## src/rtl/sr_latch_ctrl_pkg.sv

```systemverilog
// Shared types for the NOR-latch sequencer.
// Grant encoding doubles as the arbiter pointer value.
package sr_latch_ctrl_pkg;

   typedef enum logic [2:0] {
      INIT_PULSE,
      INIT_SETTLE,
      IDLE,
      PULSE,
      SETTLE,
      CHECK,
      RESP
   } stateT;

   localparam logic GRANT_SET = 1'b0;
   localparam logic GRANT_CLR = 1'b1;

endpackage

```

## src/rtl/rr_arb2.sv

```systemverilog
// Two-requester round-robin arbiter.
// req[0]/gnt[0] is the set side, req[1]/gnt[1] the clear side.
module rr_arb2
   import sr_latch_ctrl_pkg::*;
(
   input  logic       clk,
   input  logic       rst,
   input  logic [1:0] req,
   input  logic       advance,
   output logic [1:0] gnt
);

   logic ptr;

   always_comb begin
      gnt = req;
      if (req == 2'b11) begin
         gnt = (ptr == GRANT_CLR) ? 2'b10 : 2'b01;
      end
   end

   // Pointer always moves to the requester that just lost out.
   always_ff @(posedge clk) begin
      if (rst) begin
         ptr <= GRANT_SET;
      end else if (advance && (gnt != 2'b00)) begin
         ptr <= ~gnt[1];
      end
   end

endmodule

```

## src/rtl/sr_latch_controller.sv

```systemverilog
// Arbitrated set/clear sequencer for a cross-coupled NOR latch.
// Drives S/R pulses, waits to settle, samples and checks Q/Qn.
module sr_latch_controller
   import sr_latch_ctrl_pkg::*;
#(
   parameter int PULSE_CYCLES  = 2,
   parameter int SETTLE_CYCLES = 1
) (
   input  logic clk,
   input  logic rst,
   input  logic set_valid,
   output logic set_ready,
   input  logic clr_valid,
   output logic clr_ready,
   output logic latch_s,
   output logic latch_r,
   input  logic latch_q,
   input  logic latch_qn,
   output logic resp_valid,
   output logic resp_grant,
   output logic resp_q,
   output logic resp_err,
   output logic busy
);

   localparam int MaxCycles =
      (PULSE_CYCLES > SETTLE_CYCLES) ? PULSE_CYCLES : SETTLE_CYCLES;
   localparam int CntW = $clog2(MaxCycles + 1);
   localparam logic [CntW-1:0] PulseLoad  = CntW'(PULSE_CYCLES - 1);
   localparam logic [CntW-1:0] SettleLoad = CntW'(SETTLE_CYCLES - 1);
   localparam logic [CntW-1:0] CntOne     = CntW'(1);

   if (PULSE_CYCLES < 1 || SETTLE_CYCLES < 1) begin : gParamCheck
      $error("PULSE_CYCLES and SETTLE_CYCLES must both be >= 1");
   end

   stateT state, nextState;
   logic [CntW-1:0] cnt, cntNext;
   logic [1:0] gnt;
   logic idle, advance, cntDone;
   logic grant, nextGrant, expQ;

   assign idle    = (state == IDLE);
   assign busy    = ~idle;
   assign cntDone = (cnt == '0);
   assign advance = idle && (gnt != 2'b00);
   assign expQ    = (grant == GRANT_SET);

   // Only the losing side of a simultaneous request sees ready low.
   assign set_ready = idle && !(set_valid && gnt[1]);
   assign clr_ready = idle && !(clr_valid && gnt[0]);

   rr_arb2 uArb (
      .clk     (clk),
      .rst     (rst),
      .req     ({clr_valid, set_valid}),
      .advance (advance),
      .gnt     (gnt)
   );

   always_comb begin
      nextState = state;
      cntNext   = cnt - CntOne;
      nextGrant = grant;
      unique case (state)
         INIT_PULSE: begin
            if (cntDone) begin
               nextState = INIT_SETTLE;
               cntNext   = SettleLoad;
            end
         end
         INIT_SETTLE: begin
            if (cntDone) begin
               nextState = IDLE;
               cntNext   = PulseLoad;
            end
         end
         IDLE: begin
            cntNext = PulseLoad;
            if (advance) begin
               nextState = PULSE;
               nextGrant = gnt[1] ? GRANT_CLR : GRANT_SET;
            end
         end
         PULSE: begin
            if (cntDone) begin
               nextState = SETTLE;
               cntNext   = SettleLoad;
            end
         end
         SETTLE: begin
            if (cntDone) begin
               nextState = CHECK;
               cntNext   = '0;
            end
         end
         CHECK: begin
            nextState = RESP;
            cntNext   = '0;
         end
         RESP: begin
            nextState = IDLE;
            cntNext   = PulseLoad;
         end
         default: begin
            nextState = INIT_PULSE;
            cntNext   = PulseLoad;
         end
      endcase
   end

   // Latch drives are registered from the next state so they never glitch.
   always_ff @(posedge clk) begin
      if (rst) begin
         state      <= INIT_PULSE;
         cnt        <= PulseLoad;
         grant      <= GRANT_SET;
         latch_s    <= 1'b0;
         latch_r    <= 1'b1;
         resp_valid <= 1'b0;
         resp_grant <= 1'b0;
         resp_q     <= 1'b0;
         resp_err   <= 1'b0;
      end else begin
         state      <= nextState;
         cnt        <= cntNext;
         grant      <= nextGrant;
         latch_s    <= (nextState == PULSE) && (nextGrant == GRANT_SET);
         latch_r    <= (nextState == INIT_PULSE) ||
                       ((nextState == PULSE) && (nextGrant == GRANT_CLR));
         resp_valid <= (nextState == RESP);
         if (state == CHECK) begin
            resp_grant <= grant;
            resp_q     <= latch_q;
            resp_err   <= (latch_q != expQ) || (latch_q == latch_qn);
         end
      end
   end

endmodule

```

## config.mk

```make
export PLATFORM = sky130hd
export DESIGN_NAME = sr_latch_controller
export DESIGN_NICKNAME = d
export VERILOG_FILES = /design/src/rtl/sr_latch_ctrl_pkg.sv /design/src/rtl/rr_arb2.sv /design/src/rtl/sr_latch_controller.sv
export SDC_FILE = /design/constraint.sdc
export NUM_CORES = 1
export LEC_CHECK = 0
export CORE_AREA = 2 2 40 42
export DETAILED_ROUTE_END_ITERATION = 10
export DIE_AREA = 0 0 42 44
export GPL_ROUTABILITY_DRIVEN = 0
export PLACE_DENSITY = 0.82
export SYNTH_ARGS = -nofsm -noshare
export SYNTH_HDL_FRONTEND = slang
export SYNTH_SLANG_ARGS = --single-unit
export TNS_END_PERCENT = 50
```

## constraint.sdc

```tcl
create_clock -name clk -period 1.63 [get_ports clk]
set_input_delay 0.489 -clock clk [delete_from_list [all_inputs] [get_ports clk]]
set_output_delay 0.489 -clock clk [all_outputs]
set_load 0.02 [all_outputs]
```

==> metrics.cfg, run 1 <==
[synth]
yosys_warnings=0
yosys_register_bits=13
ys_seq_area_frac=0.428
syn_area_um2=608
synth_top_area_share=0.428
synthCells=72
netlist_top_cells_area=dfxtp_1 43%, mux2i_1 4.9%, nor2_1 4.9%
synth_cell_types=31
synth_fp_nets=78
avgSynthCellArea_um2=8.45
synth_top_area_cell=dfxtp_1

[global_routing]
gr-usage-met3=0.0667
grt_max_degree=13
grt_antenna_before_repair=0
grt_overflow_total=0
grt_pass1_wl_um=2420
busiest_layer=met2
grt_util_met1=0.196
grt_usage=0.180
grt_pass1_vias=557
met2_usage=0.306

[sta]
slew-limit-headroom=0.666
max_freq_mhz=592
finalCritPeriodShare=1.04
tns_ps=-116
min_period_ps=1690
fin_ws_ps=-60.1
hold_slack_ps=486
rsz0062_at_grt=yes
setup_viol=2
clock_skew_ps=8.52
worstMarginPinSlew_ps=499
maxSlewViolCount=0
hold_violations=0

[power_and_ir_drop]
total_power_uw=791
power.static_leakage_uw=0.000367
ir_drop_mv=0.551
p_per_area_nw_per_um2=946

[final_layout]
stdcell_count=111
diodes=0
drive_above_1_share=0.253
area_growth_pct=37.4
fin_nets=102

[die]
row_count=14
die_height_um=44
fp.dieW_um=42
dieArea_um2=1850
boundaryPins=15
initial_core_util=0.429
core_um2=1420

[run]
maxCapViolCount=0

[worst_setup_path]
cp_num_cells=4
path_delay_family=flip-flops
arrival_ps=1200
reg2reg_depth=5
setup.worst_path.end_class=output pin
path_buf_inv=2
crit_fanout=3
crit_required_ps=1140
crit_chain=nor3b_4 > inv_2 > a31oi_1 > buf_4
crit_type=flop to output pin
rrSetupSlack_ps=100
cp-start-kind=flop
worst_path_largest_cell_delay_ps=340
cp_slowest_cell=dfxtp_2

[cts]
cts_root_buf=clkbuf_4
path_clk_slew_ps=70
clock_latency_ps=290
h-tree-depth=1
cts_tree=built
cts_sinks=13
cts_buffer_depth=2
cts_made_buffers=3
cts_setup_buffers=0

[hold_path]
hold_path_class=flop to flop
hold_path_depth=1

[run_status]
violations=negative setup slack
status=finished, violations left

[detailed_routing]
dr.pass1.iters=4
detail_route.vias_per_cell=5.35
drt_iter0_markers=11
ant_nets=0
wl_per_cell_um=12.2
vias=594
totalWireLength_um=1360
drcViolationCount=0

[placed_design]
io_buffers=14
dp_hpwl_um=1050
place_inst=107

[worst paths after layout]
path                                     startpoint            endpoint
worst min register to register    cnt[0]$_SDFF_PP1_   cnt[0]$_SDFF_PP1_
worst min-delay path              cnt[0]$_SDFF_PP1_   cnt[0]$_SDFF_PP1_
worst max register to register  state[0]$_SDFF_PP0_  latch_s$_SDFF_PP0_
worst max-delay path            state[0]$_SDFF_PP0_           set_ready
[per-stage QoR]
step                       util  setup slack (ps)  area [µm²]
after floorplan               -              21.3         608
after global placement    0.577              -571         818
after detailed placement  0.577              -607         818
after CTS                 0.586             -88.1         832
after global routing      0.589              -130         836
final                     0.589             -60.1         836
[synth_stat cells]
master and instances:
buf_2 2, nand3b_1 1, a21oi_1 5, nand3_1 4
inv_2 2, a2bb2oi_1 1, nand2_1 3, o21a_1 1
or4_4 1, nor2_1 8, nand4b_1 1, xor2_1 1
and2_1 1, o21ai_0 3, dfxtp_1 13, nor3b_1 1
nand2b_1 3, nor3b_2 1, nor2b_1 1, inv_1 1
nor4_1 1, and3b_1 1, mux2i_1 3, a311oi_1 1
a31oi_1 2, o21ai_1 4, nor3_1 1, and3_1 1
a21oi_2 1, clkbuf_1 2, a211oi_1 1
[registers in the layout, summed over array words and instances, names as in the netlist]
name        flops
state           3
resp_q          1
uArb.ptr        1
grant           1
resp_err        1
latch_r         1
latch_s         1
resp_valid      1
resp_grant      1
cnt             2
[cells by family (layout without fill, tap and decap cells)]
kind of cell	count (synthesis)	after routing	share of synthesized area
flops	13	13	0.428
compound gates	19	19	0.187
mux	3	3	0.0494
buf+inv	7	30	0.0473
xor+xnor	1	1	0.0144
simple gates	29	29	0.274
[per-layer routing]
| metal | vias to the layer above | wire, µm |
|---|---|---|
| met4 | 0 | 28 |
| met3 | 4 | 72 |
| li1 | 302 | - |
| met5 | - | 0 |
| met1 | 272 | 597 |
| met2 | 16 | 659 |
[area by class of cell]
type                            instances  area [µm²]
Timing Repair Buffer                   23         188
Clock inverter                          1        5.00
Multi-Input combinational cell         52         325
Tap cell                               16        20.0
Fill cell                             131         583
Inverter                                3        11.3
Sequential cell                        13         264
Clock buffer                            3        22.5
[power breakdown]
| part | switching [µW] | total (µW) | internal, µW | leakage (µW) |
|---|---|---|---|---|
| clock network | 111 | 203 | 91.2 | 0.0000177 |
| registers | 16.9 | 359 | 342 | 0.000107 |
| logic | 123 | 229 | 106 | 0.000242 |
[timing repair]
item / in CTS / in global routing
hold buffers: 0 / 0
resized for setup: 26 / 2
pin swaps: 3 / 0
setup endpoints to repair: 9 / 2
[cells in the final DEF (no fill, tap or decap), types with 2 or more instances in the layout]
cell type	count
mux2i_1	3
buf_4	11
nor2_1	8
a31oi_1	2
o21ai_1	4
inv_2	2
clkdlybuf4s50_1	3
nand3_1	4
dfxtp_1	10
clkbuf_4	3
nand2_1	3
nand2b_1	3
dfxtp_2	3
a21oi_1	5
dlygate4sd2_1	8
o21ai_0	3
No activity file was read; power rests on OpenSTA's default activity.
==> run 2: changes to the inputs <==
--- a/config.mk
+++ b/config.mk
@@ -5,11 +5,13 @@
 export SDC_FILE = /design/constraint.sdc
 export NUM_CORES = 1
 export LEC_CHECK = 0
-export CORE_AREA = 2 2 40 42
+export CELL_PAD_IN_SITES_DETAIL_PLACEMENT = 0
+export CELL_PAD_IN_SITES_GLOBAL_PLACEMENT = 1
+export CORE_AREA = 2 2 46 48
 export DETAILED_ROUTE_END_ITERATION = 10
-export DIE_AREA = 0 0 42 44
+export DIE_AREA = 0 0 48 50
 export GPL_ROUTABILITY_DRIVEN = 0
-export PLACE_DENSITY = 0.82
+export PLACE_DENSITY = 0.83
 export SYNTH_ARGS = -nofsm -noshare
 export SYNTH_HDL_FRONTEND = slang
 export SYNTH_SLANG_ARGS = --single-unit
==> run 2 against run 1 <==
The run still ends with negative setup slack left. Global-route usage is 3.8 points lower. Utilization is 13 points lower. Register-to-register slack better by 40 ps. Combinational power is 7% higher. Sequential cell count stayed put. Worst setup slack worse by 21 ps.
==> metrics.cfg, run 2 (synthesis results as in run 1) <==
[worst_setup_path]
cp-start-kind=flop  ; unchanged
crit_fanout=3  ; unchanged
rr_startpoint=state[0]$_SDFF_PP0_  ; unchanged
crit_type=flop to output pin  ; unchanged
setup.worst_path.end_class=output pin  ; unchanged
timing.rr.end=latch_s$_SDFF_PP0_  ; unchanged
rrSetupSlack_ps=140  ; was 100 ps
reg2reg_depth=5  ; unchanged
crit_required_ps=1140  ; about the same
arrival_ps=1220  ; was 1200 ps

[final_layout]
mostFrequentLayoutCell=buf_4  ; unchanged
diodes=0  ; unchanged
area_growth_pct=42.6  ; was 37.4%
fillers=193  ; was 131
top_register=state  ; unchanged
multi_input_area_um2=325  ; unchanged
seq_area_um2=264  ; unchanged
drive_above_1_share=0.260  ; was 0.253
largest_reg_flops=3  ; unchanged
final_cell_mix=11 x buf_4, 10 x dfxtp_1, 8 x nor2_1, 8 x dlygate4sd2_1, 5 x a21oi_1  ; unchanged
reg_top3=state: 3 flops, cnt: 2 flops  ; unchanged
fin_nets=103  ; was 102
stdcell_count=123  ; was 111
utilization=0.456  ; was 0.589

[sta]
tns_ps=-164  ; was -116 ps
min_period_ps=1710  ; was 1690 ps
max_freq_mhz=585  ; was 592 MHz
slew-limit-headroom=0.830  ; was 0.666
fin_ws_ps=-80.8  ; was -60.1 ps
finalCritPeriodShare=1.05  ; was 1.04
hold_slack_ps=492  ; was 486 ps
clock_skew_ps=9.84  ; was 8.52 ps
hold_violations=0  ; unchanged
maxSlewViolCount=0  ; unchanged
setup_viol=3  ; was 2
worstMarginPinSlew_ps=255  ; was 499 ps
rsz0062_at_grt=yes  ; unchanged

[placed_design]
io_buffers=14  ; unchanged
place_inst=119  ; was 107
dp_hpwl_um=1030  ; was 1050 µm

[cts]
cts_tree=built  ; unchanged
path_clk_slew_ps=80  ; was 70 ps
cts_buffer_depth=2  ; unchanged
cts_root_buf=clkbuf_4  ; unchanged
cts_sinks=13  ; unchanged
cts_made_buffers=3  ; unchanged
clock_latency_ps=280  ; was 290 ps
cts_setup_buffers=0  ; unchanged
h-tree-depth=1  ; unchanged

[power_and_ir_drop]
p_sw_uw=248  ; was 251 µW
p_per_area_nw_per_um2=921  ; was 946 nW/µm²
p_clk_frac=0.245  ; was 0.256
seqPwrFrac=0.449  ; was 0.454
comb_power_share=0.306  ; was 0.290
ir_drop_mv=0.655  ; was 0.551 mV
power.internal_uw=551  ; was 540 µW
power.static_leakage_uw=0.000377  ; was 0.000367 µW
total_power_uw=799  ; was 791 µW
switching_share=0.310  ; was 0.317

[run]
maxCapViolCount=0  ; unchanged

[die]
core_um2=1900  ; was 1420 µm²
boundaryPins=15  ; unchanged
die_height_um=50  ; was 44 µm
dieArea_um2=2400  ; was 1850 µm²
row_count=16  ; was 14
initial_core_util=0.320  ; was 0.429
fp.dieW_um=48  ; was 42 µm

[hold_path]
hold_start=cnt[0]$_SDFF_PP1_  ; unchanged
hold_path_class=flop to flop  ; unchanged
hold_path_depth=1  ; unchanged
hold_end=cnt[0]$_SDFF_PP1_  ; unchanged

[global_routing]
grt_pass1_wl_um=2440  ; was 2420 µm
grt_max_degree=13  ; unchanged
grt_overflow_total=0  ; unchanged
grt_usage=0.142  ; was 0.180
grt_pass1_vias=578  ; was 557
grt_antenna_before_repair=0  ; unchanged

[detailed_routing]
totalWireLength_um=1400  ; was 1360 µm
wl_per_cell_um=11.4  ; was 12.2 µm
ant_nets=0  ; unchanged
detail_route.vias_per_cell=4.88  ; was 5.35
drcViolationCount=0  ; unchanged
drt_iter0_markers=12  ; was 11
vias=600  ; was 594
dr.pass1.iters=4  ; unchanged

[run_status]
violations=negative setup slack  ; unchanged
status=finished, violations left  ; unchanged

[run 2: cell types whose count changed in the layout (fill, tap and decap cells not counted), sizes merged]
cell,delta
buf,+1
[run 2: repair_timing]
| item | in CTS | in global routing |
|---|---|---|
| pin swaps | 3 | 1 |
| hold buffers | 0 | 0 |
| resized for setup | 31 | 0 |
| endpoints found under the setup margin | 9 | 3 |
[run 2: power groups by stage]
stage	Clock (µW)	Combinational, µW	Sequential, µW
finish	196	244	359
global route	221	268	363
CTS	203	245	359
detailed placement	0	246	362
global placement	0	239	361
floorplan	0	137	370
[run 2: layout make-up]
| cell class | count | share of cell area |
|---|---|---|
| clock buffer | 3 | 0.0260 |
| clock inverter | 1 | 0.00577 |
| inverter | 3 | 0.0130 |
| multi-input combinational | 52 | 0.375 |
| sequential | 13 | 0.304 |
| tap | 27 | 0.0390 |
| timing repair buffer | 24 | 0.237 |
[run 2: how the worst max path moves through the flow]
stage	slack [ps]	from	endpoint
finish	-80	state[2]$_SDFF_PP0_	set_ready
global route	-160	state[2]$_SDFF_PP0_	set_ready
CTS	-60	state[2]$_SDFF_PP0_	set_ready
detailed placement	-600	clr_valid	set_ready
global placement	-570	set_valid	clr_ready
floorplan	20	state[1]$_SDFF_PP0_	clr_ready
[run 2: worst max-delay path, stage by stage (launching register included)]
cell	delay [ps]
dfxtp_2	340
nor3b_4	220
inv_2	70
a31oi_1	140
buf_4	160
[run 2: metrics by stage]
stage               cell area [µm²]  setup slack (ps)
floorplan                       608              21.3
global placement                840              -572
detailed placement              840              -602
CTS                             867             -62.9
global route                    867              -163
finish                          867             -80.8
[run 2: routing by layer]
layer  track usage  up-vias  wire, µm
met3        0.0696        2        76
met1         0.172      280       638
li1              -      300         -
met4        0.0360        0        14
met5             0        -         0
met2         0.220       18       673
==> run 3: changes to the inputs <==
--- a/config.mk
+++ b/config.mk
@@ -12,7 +12,8 @@
 export DIE_AREA = 0 0 48 50
 export GPL_ROUTABILITY_DRIVEN = 0
 export PLACE_DENSITY = 0.83
+export SETUP_SLACK_MARGIN = 0.05
 export SYNTH_ARGS = -nofsm -noshare
 export SYNTH_HDL_FRONTEND = slang
 export SYNTH_SLANG_ARGS = --single-unit
-export TNS_END_PERCENT = 50
+export TNS_END_PERCENT = 5
==> run 3 against run 2 <==
The flow still finishes with violations (negative setup slack). Die area unchanged. Sequential power about the same. Sequential cell count unchanged. Sequential share of layout area unchanged. First-iteration DRC count down 33%. Global-route usage unchanged. Clock skew down 0.52 ps. Hold slack worse by 0.53 ps.
==> metrics.cfg, run 3 (synthesis results as in run 1) <==
[worst_setup_path]
rr_startpoint=state[0]$_SDFF_PP0_  ; unchanged
arrival_ps=1210  ; was 1220 ps
rrSetupSlack_ps=120  ; was 140 ps
path_buf_inv=2  ; unchanged
cp_slowest_cell=dfxtp_2  ; unchanged
crit_type=flop to output pin  ; unchanged
crit_required_ps=1140  ; about the same
path_delay_family=flip-flops  ; unchanged
timing.rr.end=latch_s$_SDFF_PP0_  ; unchanged
setup.worst_path.end_class=output pin  ; unchanged
cp-start-kind=flop  ; unchanged
crit_chain=nor3b_4 > inv_2 > a31oi_1 > buf_4  ; unchanged
crit_fanout=3  ; unchanged
reg2reg_depth=5  ; unchanged
worst_path_largest_cell_delay_ps=340  ; about the same

[sta]
setup_viol=3  ; unchanged
finalCritPeriodShare=1.04  ; was 1.05
slew-limit-headroom=0.826  ; was 0.830
clock_skew_ps=9.32  ; was 9.84 ps
rsz0062_at_grt=yes  ; unchanged
fin_ws_ps=-65.5  ; was -80.8 ps
hold_violations=0  ; unchanged
worstMarginPinSlew_ps=260  ; was 255 ps
max_freq_mhz=590  ; was 585 MHz
maxSlewViolCount=0  ; unchanged
hold_slack_ps=492  ; about the same
min_period_ps=1700  ; was 1710 ps
tns_ps=-140  ; was -164 ps

[final_layout]
drive_above_1_share=0.271  ; was 0.260
top_register=state  ; unchanged
reg_top3=state: 3 flops, cnt: 2 flops  ; unchanged
area_growth_pct=42.6  ; unchanged
mostFrequentLayoutCell=buf_4  ; unchanged
final_cell_mix=12 x buf_4, 10 x dfxtp_1, 8 x nor2_1, 8 x dlygate4sd2_1, 5 x a21oi_1  ; was 11 x buf_4, 10 x dfxtp_1, 8 x nor2_1, 8 x dlygate4sd2_1, 5 x a21oi_1
fin_nets=103  ; unchanged
largest_reg_flops=3  ; unchanged
stdcell_count=123  ; unchanged
diodes=0  ; unchanged

[cts]
cts_hold_buf=0  ; unchanged
cts_setup_buffers=0  ; unchanged
clock_latency_ps=280  ; about the same
h-tree-depth=1  ; unchanged
cts_made_buffers=3  ; unchanged
cts_root_buf=clkbuf_4  ; unchanged
path_clk_slew_ps=80  ; about the same
cts_tree=built  ; unchanged
cts_sinks=13  ; unchanged
cts_buffer_depth=2  ; unchanged

[placed_design]
dp_hpwl_um=1030  ; unchanged
io_buffers=14  ; unchanged
place_inst=119  ; unchanged

[detailed_routing]
detail_route.vias_per_cell=4.88  ; unchanged
vias=600  ; unchanged
drcViolationCount=0  ; unchanged
ant_nets=0  ; unchanged
drt_iter0_markers=8  ; was 12
dr.pass1.iters=4  ; unchanged
wl_per_cell_um=11.3  ; was 11.4 µm
totalWireLength_um=1390  ; was 1400 µm

[power_and_ir_drop]
power.static_leakage_uw=0.000376  ; was 0.000377 µW
p_per_area_nw_per_um2=925  ; was 921 nW/µm²
ir_drop_mv=0.657  ; was 0.655 mV

[run_status]
violations=negative setup slack  ; unchanged
status=finished, violations left  ; unchanged

[hold_path]
hold_path_class=flop to flop  ; unchanged
hold_start=cnt[0]$_SDFF_PP1_  ; unchanged
hold_end=cnt[0]$_SDFF_PP1_  ; unchanged
hold_path_depth=1  ; unchanged

[global_routing]
grt_pass1_wl_um=2440  ; unchanged
grt_overflow_total=0  ; unchanged
grt_antenna_before_repair=0  ; unchanged
grt_pass1_vias=578  ; unchanged
grt_max_degree=13  ; unchanged
grt_usage=0.142  ; unchanged

[die]
die_height_um=50  ; unchanged
initial_core_util=0.320  ; unchanged
fp.dieW_um=48  ; unchanged
dieArea_um2=2400  ; unchanged
core_um2=1900  ; unchanged
row_count=16  ; unchanged
boundaryPins=15  ; unchanged

[run]
maxCapViolCount=0  ; unchanged

run 3: cell counts in the layout (fill, tap and decap cells not counted):
No cell type changed its count.
run 3: area by class of cell:
| cell class | instances | area [µm²] |
|---|---|---|
| multi-input cells | 52 | 329 |
| flip-flops and latches | 13 | 264 |
| clock inverters | 1 | 5.00 |
| repair buffers | 24 | 201 |
| inverters | 3 | 11.3 |
| fillers | 195 | 1030 |
| well taps | 27 | 33.8 |
| clock buffers | 3 | 22.5 |
run 3: through the flow:
| stage | power (µW) | util | area (µm²) | worst slack [ps] |
|---|---|---|---|---|
| after floorplan | 507 | - | 608 | 21.3 |
| after global placement | 601 | 0.441 | 840 | -572 |
| after detailed placement | 608 | 0.441 | 840 | -602 |
| after CTS | 804 | 0.454 | 863 | -53.1 |
| after global routing | 856 | 0.456 | 867 | -155 |
| final | 802 | 0.456 | 867 | -65.5 |
run 3: how the worst max path moves through the flow:
stage,startpoint,endpoint,slack [ps],cells after the start
finish,state[2]$_SDFF_PP0_,set_ready,-70,4
global route,state[2]$_SDFF_PP0_,set_ready,-150,4
CTS,state[2]$_SDFF_PP0_,set_ready,-50,4
detailed placement,clr_valid,set_ready,-600,3
global placement,set_valid,clr_ready,-570,3
floorplan,state[1]$_SDFF_PP0_,clr_ready,20,3
run 3: layer usage:
layer	global-route usage	vias up	part of all wire
met5	0	-	0
met4	0.0360	0	0.0086
met3	0.0696	2	0.041
met2	0.220	15	0.50
met1	0.172	281	0.45
li1	-	302	-
run 3: where the power goes:
group          internal [µW]  switching (µW)
clock network           91.0             106
logic                    118             129
registers                342            16.5
total                    552             251
run 3: timing repair:
action                                  4_1_cts  5_1_grt
resized for setup                            30        2
endpoints found under the setup margin        9        4
pin swaps                                     3        3
endpoints found under the hold margin         0        0
